`src/rtl/hazard_pkg.sv`:
```
// ----------------------------------------------------------------------------
// hazard_pkg
// Shared definitions for the 5-stage pipeline sequencing controller.
//   state_t        : controller FSM encoding, also exported on the debug port
//   REG_W_DEFAULT  : default register-specifier width
//   flush_t        : per-stage bubble controls {if_id, id_ex, ex_mem}
// ----------------------------------------------------------------------------
package hazard_pkg;

    typedef enum logic [1:0] {
        RUN      = 2'd0,
        LU_STALL = 2'd1,
        MEM_WAIT = 2'd2,
        BR_FLUSH = 2'd3
    } state_t;

    localparam int REG_W_DEFAULT = 5;

    typedef struct packed {
        logic if_id;
        logic id_ex;
        logic ex_mem;
    } flush_t;

endpackage

```
`src/rtl/hazard_detect.sv`:
```
// ----------------------------------------------------------------------------
// hazard_detect
// Combinational load-use comparator. Flags when the load sitting in EX writes
// a register that the instruction in ID reads. Register 0 never counts as a
// dependency because it is hard-wired to zero.
// Ports:
//   IF_ID_rs, IF_ID_rt : source specifiers of the instruction in ID
//   ID_EX_rt           : destination of the instruction in EX
//   ID_EX_memread      : instruction in EX is a load
//   load_use           : dependency detected
// ----------------------------------------------------------------------------
module hazard_detect
    import hazard_pkg::*;
#(
    parameter int REG_W = REG_W_DEFAULT
) (
    input  logic [REG_W-1:0] IF_ID_rs,
    input  logic [REG_W-1:0] IF_ID_rt,
    input  logic [REG_W-1:0] ID_EX_rt,
    input  logic             ID_EX_memread,
    output logic             load_use
);

    logic [REG_W-1:0] src [2];
    logic [1:0]       hit;

    assign src[0] = IF_ID_rs;
    assign src[1] = IF_ID_rt;

    genvar gi;
    generate
        for (gi = 0; gi < 2; gi++) begin : g_src
            assign hit[gi] = (src[gi] == ID_EX_rt);
        end
    endgenerate

    assign load_use = ID_EX_memread && (ID_EX_rt != '0) && (|hit);

endmodule

```
`src/rtl/hazard_ctrl.sv`:
```
// ----------------------------------------------------------------------------
// hazard_ctrl
// Pipeline sequencing controller for the 5-stage MIPS datapath. Drives the PC
// and pipeline-register write enables and the per-stage flush controls for
// load-use stalls, taken-branch squash and multi-cycle data-memory waits.
// Enables/flushes are decoded combinationally from the state register and the
// current inputs; event priority is mem_busy > EX_MEM_PCSrc > load-use.
//
// Ports:
//   clk, rst                    : clock, synchronous active-high reset
//   IF_ID_rs/rt, ID_EX_rt,
//   ID_EX_memread               : load-use operands
//   EX_MEM_PCSrc                : taken branch resolved in MEM
//   mem_busy                    : data memory not ready
//   pc_write .. MEM_WB_write    : register enables
//   IF_ID/ID_EX/EX_MEM_flush    : bubble controls
//   state                       : FSM state (debug)
//   mem_timeout_err             : sticky memory-timeout flag
//
// Optional build macro HAZARD_CTRL_PERF_CNT_EN adds the 32-bit event counters
// lu_stall_cnt, br_flush_cnt and mem_wait_cnt.
// ----------------------------------------------------------------------------
module hazard_ctrl
    import hazard_pkg::*;
#(
    parameter int REG_W       = REG_W_DEFAULT,
    parameter int MEM_TIMEOUT = 16
) (
    input  logic             clk,
    input  logic             rst,
    input  logic [REG_W-1:0] IF_ID_rs,
    input  logic [REG_W-1:0] IF_ID_rt,
    input  logic [REG_W-1:0] ID_EX_rt,
    input  logic             ID_EX_memread,
    input  logic             EX_MEM_PCSrc,
    input  logic             mem_busy,
    output logic             pc_write,
    output logic             IF_ID_write,
    output logic             ID_EX_write,
    output logic             EX_MEM_write,
    output logic             MEM_WB_write,
    output logic             IF_ID_flush,
    output logic             ID_EX_flush,
    output logic             EX_MEM_flush,
    output logic [1:0]       state,
    output logic             mem_timeout_err
`ifdef HAZARD_CTRL_PERF_CNT_EN
    ,
    output logic [31:0]      lu_stall_cnt,
    output logic [31:0]      br_flush_cnt,
    output logic [31:0]      mem_wait_cnt
`endif
);

    localparam logic [7:0] TIMEOUT_LIMIT = 8'(MEM_TIMEOUT);

    state_t     state_reg, state_next;
    logic [7:0] wait_cnt_reg, wait_cnt_next;
    logic       pending_reg, pending_next;
    logic       err_reg, err_next;

    logic       load_use;
    logic       freeze;     // memory wait: hold every register
    logic       stall;      // load-use: hold PC and IF/ID, bubble into EX
    flush_t     flush;

    hazard_detect #(.REG_W(REG_W)) u_detect (
        .IF_ID_rs      (IF_ID_rs),
        .IF_ID_rt      (IF_ID_rt),
        .ID_EX_rt      (ID_EX_rt),
        .ID_EX_memread (ID_EX_memread),
        .load_use      (load_use)
    );

    always_comb begin
        state_next    = state_reg;
        wait_cnt_next = wait_cnt_reg;
        pending_next  = pending_reg;
        err_next      = err_reg;
        freeze        = 1'b0;
        stall         = 1'b0;
        flush         = '0;

        if (state_reg == MEM_WAIT) begin
            if (mem_busy) begin
                freeze        = 1'b1;
                wait_cnt_next = (wait_cnt_reg == 8'hFF) ? 8'hFF : wait_cnt_reg + 8'd1;
            end else begin
                // Exit cycle behaves like RUN; a branch deferred by the wait
                // is replayed through BR_FLUSH.
                wait_cnt_next = 8'd0;
                pending_next  = 1'b0;
                if (EX_MEM_PCSrc) begin
                    flush      = '{if_id: 1'b1, id_ex: 1'b1, ex_mem: 1'b1};
                    state_next = BR_FLUSH;
                end else if (pending_reg) begin
                    state_next = BR_FLUSH;
                end else if (load_use) begin
                    stall      = 1'b1;
                    state_next = LU_STALL;
                end else begin
                    state_next = RUN;
                end
            end
        end else begin
            if (mem_busy) begin
                freeze        = 1'b1;
                wait_cnt_next = 8'd1;
                state_next    = MEM_WAIT;
                if (state_reg == BR_FLUSH) begin
                    pending_next = 1'b1;
                end
            end else if (EX_MEM_PCSrc) begin
                // Branch beats a simultaneous load-use: the stalled
                // instruction is squashed anyway.
                flush      = '{if_id: 1'b1, id_ex: 1'b1, ex_mem: 1'b1};
                state_next = BR_FLUSH;
            end else if (state_reg == BR_FLUSH) begin
                flush.if_id = 1'b1;
                state_next  = RUN;
            end else if (load_use && (state_reg != LU_STALL)) begin
                // In LU_STALL the bubble already separates the pair.
                stall      = 1'b1;
                state_next = LU_STALL;
            end else begin
                state_next = RUN;
            end
        end

        if (mem_busy && (wait_cnt_next >= TIMEOUT_LIMIT)) begin
            err_next = 1'b1;
        end
    end

    always_ff @(posedge clk) begin
        if (rst) begin
            state_reg    <= RUN;
            wait_cnt_reg <= 8'd0;
            pending_reg  <= 1'b0;
            err_reg      <= 1'b0;
        end else begin
            state_reg    <= state_next;
            wait_cnt_reg <= wait_cnt_next;
            pending_reg  <= pending_next;
            err_reg      <= err_next;
        end
    end

    // During reset the pipeline runs freely with no bubbles.
    assign pc_write        = rst | ~(freeze | stall);
    assign IF_ID_write     = rst | ~(freeze | stall);
    assign ID_EX_write     = rst | ~freeze;
    assign EX_MEM_write    = rst | ~freeze;
    assign MEM_WB_write    = rst | ~freeze;
    assign IF_ID_flush     = ~rst & flush.if_id;
    assign ID_EX_flush     = ~rst & (flush.id_ex | stall);
    assign EX_MEM_flush    = ~rst & flush.ex_mem;
    assign state           = state_reg;
    assign mem_timeout_err = err_reg;

`ifdef HAZARD_CTRL_PERF_CNT_EN
    logic [31:0] lu_stall_cnt_reg, br_flush_cnt_reg, mem_wait_cnt_reg;

    // EX/MEM flush is raised only by an accepted branch squash; a replayed
    // BR_FLUSH after a memory wait is not a new squash event.
    always_ff @(posedge clk) begin
        if (rst) begin
            lu_stall_cnt_reg <= 32'd0;
            br_flush_cnt_reg <= 32'd0;
            mem_wait_cnt_reg <= 32'd0;
        end else begin
            if (stall) begin
                lu_stall_cnt_reg <= lu_stall_cnt_reg + 32'd1;
            end
            if (flush.ex_mem) begin
                br_flush_cnt_reg <= br_flush_cnt_reg + 32'd1;
            end
            if (state_reg == MEM_WAIT) begin
                mem_wait_cnt_reg <= mem_wait_cnt_reg + 32'd1;
            end
        end
    end

    assign lu_stall_cnt = lu_stall_cnt_reg;
    assign br_flush_cnt = br_flush_cnt_reg;
    assign mem_wait_cnt = mem_wait_cnt_reg;
`endif

endmodule

```
`config.mk`:
```
export PLATFORM = sky130hd
export DESIGN_NAME = hazard_ctrl
export DESIGN_NICKNAME = d
export VERILOG_FILES = /design/src/rtl/hazard_pkg.sv /design/src/rtl/hazard_detect.sv /design/src/rtl/hazard_ctrl.sv
export SDC_FILE = /design/constraint.sdc
export NUM_CORES = 1
export LEC_CHECK = 0
export CAP_MARGIN = 30
export CORE_ASPECT_RATIO = 0.9
export CORE_MARGIN = 2
export CORE_UTILIZATION = 25
export CTS_BUF_LIST = sky130_fd_sc_hd__clkbuf_4
export CTS_CLUSTER_SIZE = 16
export DETAILED_ROUTE_END_ITERATION = 7
export SLEW_MARGIN = 20
export SYNTH_ARGS = -nofsm -noshare
export SYNTH_HDL_FRONTEND = slang
export SYNTH_SLANG_ARGS = --single-unit
```
`constraint.sdc`:
```
create_clock -name clk -period 2.61 [get_ports clk]
set_clock_uncertainty 0.2 [all_clocks]
set_input_delay 0.522 -clock clk [delete_from_list [all_inputs] [get_ports clk]]
set_output_delay 0.522 -clock clk [all_outputs]
set_load 0.01 [all_outputs]
```
==> impl_metrics.py <==
metrics = {
    "run_status": {
        "outcome": "completed",
    },
    "synthesis": {
        "yosys.area_share.xor_xnor_pct": 10.1,
        "synth-async-reset-ratio_pct": 0,
        "netlist_area_um2": 870,
        "synthTopCellsByArea": "dfxtp_1 (28%), xor2_1 (10%), nor2_1 (6.0%)",
        "ys_warn_count": 0,
        "synth_top_cell_by_area": "dfxtp_1",
        "ys.flop_type": "dfxtp_1",
        "ys_seq_area_share_pct": 27.6,
        "synth-simple-area-share_pct": 31.7,
        "yosysTopAreaCellShare_pct": 27.6,
        "ys_ff_latch": 12,
        "synth_edf_count": 0,
        "synth-compound-area-share_pct": 24.0,
        "synth-adder-area-share_pct": 1.44,
        "synthDistinctLibCells": 40,
        "syn-num-nets": 133,
        "syn_inst": 112,
        "synth_top_family_by_area": "simple AND/OR/NAND/NOR gates",
        "syn_avg_cell_area_um2": 7.76,
        "synth.area.mux_share_pct": 0,
    },
    "route": {
        "wirelength_um": 2560,
        "first_pass_iters": 4,
        "wire_per_inst_um": 13.0,
        "final_antenna_net_count": 0,
        "via_per_inst": 4.92,
        "drcViolationCount": 0,
        "drtIter0Drc": 43,
        "num_vias": 970,
    },
    "power_and_ir_drop": {
        "cellPowerDensity_mw_per_mm2": 329,
        "leakagePower_nw": 0.557,
        "peakVddDrop_mv": 0.0963,
    },
    "setup_path": {
        "worstSetupPathType": "input pin to output port",
        "crit_path_start_kind": "input pin",
        "cp_slowest_cell": "or4_4",
        "critPathCaptureType": "output port",
        "crit_chain": "dlygate4sd2_1 > or4_4 > o21ai_4 > buf_6 > nor3b_2 > o21a_1 > buf_2",
        "worstPathRequired_ns": 1.89,
        "critical_path.max_stage_delay_ns": 0.43,
        "cp.arrival_ns": 1.85,
        "critPathMaxFanout": 3,
    },
    "cells_and_area": {
        "largest_reg_flops": 8,
        "final_util_pct": 39.4,
        "final_nets": 175,
        "drive_gt1_share_pct": 24.2,
        "design_area_mm2": 0.00132,
        "num_antenna_cells": 0,
        "area_growth_pct": 51.9,
    },
    "clock_network": {
        "htree_levels": 1,
        "holdBufCountCts": 0,
        "cts_buffer_depth": 2,
        "cts-buffers-inserted": 3,
        "root_buffer": "clkbuf_4",
        "clk_pin_slew_worst_paths_ns": 0.08,
        "insertion_delay_ns": 0.28,
        "cts_tree": "done",
        "numClockSinks": 12,
    },
    "timing": {
        "finalSetupViolations": 0,
        "setup_ws_ns": 0.0424,
        "final-hold-violation-count": 0,
        "period_share_pct": 98.4,
        "min_period_ns": 2.57,
        "tightest_slew_ns": 0.316,
        "fmax_mhz": 389,
        "rsz0062_at_grt": "no",
        "drv_slew": 0,
        "slew_headroom_pct": 78.8,
    },
    "global_route": {
        "grt_pass1_wl_um": 4170,
        "grt_pass1_vias": 941,
        "grt_max_degree": 14,
        "grt_util_all_layers_pct": 13.8,
        "antenna_found_initial": 0,
        "gr-total-overflow": 0,
    },
    "floorplan": {
        "die_area_mm2": 0.00397,
        "coreArea_mm2": 0.00335,
        "row_count": 20,
        "die_h_um": 60.0,
        "io_pins": 31,
        "die_w_um": 66.2,
        "start_util_pct": 25.9,
    },
    "placement": {
        "dpl.hpwl_um": 1890,
        "gp_congestion": 0.775,
        "dpl_cell_area_mm2": 0.00127,
        "portBuffers": 30,
        "post-place-ws_ns": -0.637,
    },
    "job": {
        "maxCapViolCount": 0,
    },
    "worst_hold_path": {
        "hp-class": "register to register",
    },
}
-- routing by layer --
layer	wire length [µm]	part of all wire, %	global-route usage (%)	vias to the layer above
met5	0	0	0	-
met4	31	1.2	5.25	0
met3	148	5.8	4.14	4
met2	1310	51	25.3	34
met1	1070	42	15.1	443
li1	-	-	-	489
-- path summary, 6_finish.rpt --
kind,from,endpoint,slack [ns],depth (start not counted)
min,wait_cnt_reg[1]$_SDFF_PP0_,wait_cnt_reg[1]$_SDFF_PP0_,0.32,2
max reg2reg,wait_cnt_reg[0]$_SDFF_PP0_,mem_timeout_err$_SDFFE_PP0P_,0.49,6
min reg2reg,wait_cnt_reg[1]$_SDFF_PP0_,wait_cnt_reg[1]$_SDFF_PP0_,0.32,2
max,ID_EX_rt[2],ID_EX_flush,0.04,7
-- cell families after synthesis --
family,count (synthesis)
xor gates and xnor gates,10
adders and majority gates,1
AOI/OAI and AO/OA,33
and+or+nand+nor,49
buffers and inverters,7
DFF,12
-- cell usage in the layout, fill, tap and decap left out, types with 3 or more instances in the layout --
master | Yosys | layout
or3_1 | 3 | 3
nand3_1 | 3 | 3
nand2_1 | 6 | 6
o21ai_0 | 7 | 7
buf_2 | 0 | 5
clkbuf_4 | 0 | 3
nor2_1 | 14 | 13
buf_4 | 3 | 9
dlygate4sd2_1 | 0 | 12
buf_6 | 1 | 3
dlymetal6s2s_1 | 0 | 3
a21oi_1 | 10 | 10
clkdlybuf4s50_1 | 0 | 8
xor2_1 | 10 | 10
dfxtp_1 | 12 | 12
-- cells in the mapped netlist, types with 2 or more instances --
master    number
nand3b_1       2
a21o_2         2
nor3_1         4
nor2b_1        2
nand2b_1       2
nor2_1        14
a22oi_1        3
or3_1          3
nand2_1        6
and4_1         2
o21ai_0        7
nor4b_1        2
buf_4          3
a21oi_1       10
dfxtp_1       12
inv_1          2
o21ai_1        2
nand3_1        3
xor2_1        10
-- per-stage QoR --
stage	hold slack (ns)	total power (W)	cells	setup TNS, ns
5_1_grt	0.352	0.000462	197	0
3_3_place_gp	0.304	0.000315	192	-1.79
2_1_floorplan	0.286	0.000247	112	0
4_1_cts	0.322	0.000439	197	-0.0118
6_report	0.320	0.000435	197	0
3_5_place_dp	0.311	0.000317	192	-1.89
-- power by group --
group	internal, W	total, W	switching, W	leakage [nW]
clock	0.0000554	0.000122	0.0000668	0.0154
combinational	0.0000653	0.000122	0.0000569	0.444
sequential	0.000187	0.000191	0.00000426	0.0975
total	0.000307	0.000435	0.000128	0.557
-- what timing repair did --
action / CTS / global route
pin swaps: 14 / 8
setup buffers: 1 / 0
endpoints found under the setup margin: 6 / 7
gates resized for setup: 43 / 9
-- final cells by class --
cell class              count  area [µm²]
fillers                   399        2030
inverters                   2        7.51
clock inverters             1        3.75
well taps                  44        55.1
flip-flops and latches     12         240
multi-input cells          93         628
repair buffers             42         364
clock buffers               3        22.5
-- worst max-delay path, delay by kind of cell --
family                 cells  cell delay (ns)
buffers and inverters      3             0.52
AND/OR/NAND/NOR            2             0.46
AO/OA/AOI/OAI              2             0.33
Power figures use the tool's default switching activity.
